==> src/rtl/consec_pulse_gen.sv <==
// Retriggerable run generator: b stays high for RUN_LEN cycles from the latest
// accepted trigger; counts runs started from idle and flags retriggers.
module consec_pulse_gen #(
  parameter int RUN_LEN = 3,
  parameter int CNT_W   = 8
) (
  input  logic                             clk,
  input  logic                             rst,
  input  logic                             en,
  input  logic                             a,
  output logic                             b,
  output logic                             busy,
  output logic [$clog2(RUN_LEN+1)-1:0]     rem,
  output logic [CNT_W-1:0]                 burst_cnt,
  output logic                             retrig
);

  localparam int REM_W = $clog2(RUN_LEN + 1);
  localparam logic [REM_W-1:0] RELOAD = REM_W'(RUN_LEN - 1);

  typedef enum logic {IDLE = 1'b0, RUN = 1'b1} state_t;

  state_t            state;
  logic              acc;
  logic [REM_W-1:0]  rem_q, rem_d;
  logic [CNT_W-1:0]  cnt_q, cnt_d;
  logic              retrig_q, retrig_d;

  function automatic logic [CNT_W-1:0] sat_inc(input logic [CNT_W-1:0] v);
    return (v == {CNT_W{1'b1}}) ? v : v + CNT_W'(1);
  endfunction

  assign acc   = en && a;
  // The only state is the owed-cycle count; IDLE/RUN is just its zero test.
  assign state = (rem_q != '0) ? RUN : IDLE;

  always_comb begin
    rem_d    = rem_q;
    cnt_d    = cnt_q;
    retrig_d = 1'b0;
    case (state)
      IDLE: begin
        if (acc) begin
          rem_d = RELOAD;
          cnt_d = sat_inc(cnt_q);
        end
      end
      RUN: begin
        retrig_d = acc;
        rem_d    = acc ? RELOAD : rem_q - REM_W'(1);
      end
      default: begin
        rem_d = '0;
      end
    endcase
  end

  always_ff @(posedge clk) begin
    if (!rst) begin
      rem_q    <= '0;
      cnt_q    <= '0;
      retrig_q <= 1'b0;
    end else begin
      rem_q    <= rem_d;
      cnt_q    <= cnt_d;
      retrig_q <= retrig_d;
    end
  end

  // b follows the trigger combinationally so a run starts in the trigger cycle.
  assign b         = rst && (acc || (state == RUN));
  assign busy      = (state == RUN);
  assign rem       = rem_q;
  assign burst_cnt = cnt_q;
  assign retrig    = retrig_q;

endmodule

==> config.mk <==
export PLATFORM = sky130hd
export DESIGN_NAME = consec_pulse_gen
export DESIGN_NICKNAME = d
export VERILOG_FILES = /design/src/rtl/consec_pulse_gen.sv
export SDC_FILE = /design/constraint.sdc
export NUM_CORES = 1
export LEC_CHECK = 0
export ABC_AREA = 1
export BUFFER_PORTS_ARGS = -buffer_cell sky130_fd_sc_hd__buf_2
export CAP_MARGIN = 10
export CORE_MARGIN = 5
export CORE_UTILIZATION = 25
export CTS_CLUSTER_DIAMETER = 60
export DETAILED_ROUTE_END_ITERATION = 16
export SYNTH_ARGS = -nofsm -noshare
export SYNTH_HDL_FRONTEND = slang
export SYNTH_SLANG_ARGS = --single-unit
==> constraint.sdc <==
create_clock -name clk -period 2.4 [get_ports clk]
set_input_delay 0.48 -clock clk [delete_from_list [all_inputs] [get_ports clk]]
set_output_delay 0.48 -clock clk [all_outputs]
set_load 0.01 [all_outputs]
==> summary.md <==
| Metric | Value |
|---|---|
| TritonCTS clock tree | done |
| Detailed Place HPWL | 1000 um |
| Top cells by instance count after synthesis | nand2_1 (14), dfxtp_1 (11), nor2_1 (9) |
| Vias in the first global route | 530 |
| Area Growth Syn to Fin | 19.4% |
| Multi-input gate area | 358 um2 |
| Overflow after GRT | 0 |
| Total net switching power | 192 uW |
| Hold_buf cts | 0 |
| Critical Setup Path Class | flip-flop to output port |
| Max Fclk | 546 MHz |
| Synth Instances | 88 |
| Root Buffer | clkbuf_4 |
| Seq/Total Area, Yosys | 34.1% |
| Peak supply drop | 0.000324 V |
| Flop pwr share | 41.8% |
| Synth warn | 0 |
| Final critical-path share of the clock period | 76.3% |
| Tmin final | 1.83 ns |
| CP Launch Type | flip-flop |
| Initial core utilization | 26.1% |
| Row cnt | 18 |
| Top cells by area, synth | dfxtp_1 (34%), nand2_1 (8.1%), nor2_1 (5.2%) |
| Max Root-Sink Buffers | 2 |
| Initial antenna violation count | 0 |
| Vias per cell | 4.25 |
| Post-synth EDFFs | 0 |
| Worst skew pair latency | 0.27 ns |
| DRC Markers | 0 |
| Final core occ | 31.1% |
| Synth Register Bits | 11 |
| Routability-driven placement congestion ratio | 0.726 |
| Synth Area in Adders | 3.88% |
| Sw frac | 36.5% |
| Post-synthesis simple-gate area fraction | 40.3% |
| CTS sink cnt | 11 |
| Mapped Area | 646 um2 |
| Post-synthesis mux area share | 0% |
| Post-CTS Setup Bufs | 0 |
| WP data arrival | 1.35 ns |
| Share of layout cells above drive strength 1 | 37.7% |
| Post-route ant nets | 0 |
| RSZ-0062 raised after global routing | false |
| Die area | 0.00370 mm2 |
| Post-Synth XOR/XNOR Area | 1.36% |
| PortBufs | 16 |
| Final hold viol count | 0 |
| Compound-Gate Fraction of Synth Area | 9.88% |
| Cts repair resizes | 0 |
| # H-tree levels | 1 |
| First-pass GRT wire length | 2120 um |
| R2R cell count | 7 |
| Die Wd | 60.8 um |
| Count leader, synth | nand2_1 |
| Via count | 578 |
| Post-synth cell types | 23 |
| Setup violators final | 0 |
| Clock-pin slew on the worst setup and hold paths | 0.07 ns |
| Number of buffers created by CTS | 3 |
| Largest net degree at the start of global routing | 10 |
| Hold Crit Class | input port to flip-flop |
| Hold Crit Depth | 3 |
| Layout Nets | 113 |
| Final Max Slew Viols | 0 |
| Post-synth top flop | dfxtp_1 |
| Async S/R FF share, synth | 0% |
| Syn nets | 94 |
| Status | complete, no violations |
| Max-Cap Viols | 0 |
| CP max FO | 7 |
| Initial DRC count | 37 |
| Leading area contributor after synthesis | dfxtp_1 |
| Core ar. | 0.00248 mm2 |
| Worst slew pin tran | 0.362 ns |
| Buf/Inv on CP | 2 |
| Critical path endpoint category | output port |
| CP delay by family, top | flip-flops |
| Die Ht | 60.8 um |
| Stages on worst setup path | 4 |
| WL final | 1290 um |
| Critical path required time | 1.92 ns |
| Static Leak | 0.348 nW |
| Comb pwr share | 33.8% |
| Filler cells | 274 |
| Setup Skew | 0.00333 ns |
| FF+latch area | 220 um2 |
| DRT Pass-1 Iters | 4 |
| Slew margin rel. | 75.9% |
| Pint | 335 uW |
| DR WL/cell | 9.46 um |
| Cell Chain, Critical Path | inv_1 -> ha_1 -> a21oi_1 -> buf_2 |
| Post-synth top area share | 34.1% |
| I/O pins | 17 |
| Synth Area per Inst | 7.34 um2 |
| Power density cells | 684 mW/mm2 |
| Clock share of power | 24.5% |
| GRT Util Overall | 7.76% |
| N_diodes | 0 |
| Largest family of logic cells by synthesized area | simple AND/OR/NAND/NOR gates |
| Slowest CP cell | dfxtp_1 |
| Slowest cell delay on critical path | 0.38 ns |
| Setup TNS | 0 ns |
## flip-flops by register name, summed over array words and instances, names as in the netlist
name / count
burst_cnt: 8
rem: 2
retrig: 1
## layout make-up
type,count,area share [%]
inverter,13,6.33
timing repair buffer,16,10.4
sequential,11,28.6
multi-input combinational,62,46.4
tap,30,4.87
clock buffer,4,3.41
## worst min-delay path, cell delays in order
cell	delay [ns]
buf_2	0.16
nand2_1	0.08
nor2_1	0.03
## per-layer routing
layer	vias up	global-route usage, %	part of all wire [%]
met5	-	0	0
met4	0	4.64	0.78
met3	2	1.91	8.2
met2	20	13.3	50
met1	239	8.62	41
li1	317	-	-
## power by group through the flow
stage	sequential (mW)	combinational, mW	clock, mW
floorplan	0.231	0.129	0
global placement	0.223	0.178	0
detailed placement	0.225	0.178	0
CTS	0.221	0.181	0.137
global route	0.223	0.201	0.142
finish	0.220	0.178	0.129
## path summary, 6_finish.rpt
| path | from | endpoint | slack [ns] |
|---|---|---|---|
| setup / recovery | rem[0] | b | 0.57 |
| hold / removal | rst | burst_cnt[7] | 0.52 |
| setup reg to reg | rem[0] | burst_cnt[5] | 1.01 |
| hold reg to reg | burst_cnt[7] | burst_cnt[7] | 0.54 |
## cell families after synthesis
| family | after synthesis |
|---|---|
| AO/OA/AOI/OAI | 12 |
| XOR/XNOR | 1 |
| adder cells (fa/ha/maj) | 2 |
| buffers and inverters | 15 |
| flip-flops | 11 |
| AND/OR/NAND/NOR | 47 |
## cell usage in the layout (no fill, tap or decap), types with 3 or more instances in the layout
cell type and count:
nand2_2 3, clkbuf_4 3, nor2_2 5, inv_2 5
inv_1 6, buf_2 16, a21oi_1 6, nor2_1 9
nand2_1 14, dfxtp_1 11, nor3_1 3, nand3_1 5
o21ai_1 5
## per-stage QoR
stage | instances | worst slack, ns | area (um2) | total power, mW | hold slack (ns)
floorplan | 88 | 0.898 | 646 | 0.361 | 0.545
global placement | 132 | 0.911 | 744 | 0.401 | 0.522
detailed placement | 132 | 0.863 | 744 | 0.403 | 0.527
CTS | 136 | 0.557 | 771 | 0.538 | 0.520
global route | 136 | 0.473 | 771 | 0.566 | 0.524
finish | 136 | 0.568 | 771 | 0.527 | 0.524
No activity file was read; power rests on OpenSTA's default activity.
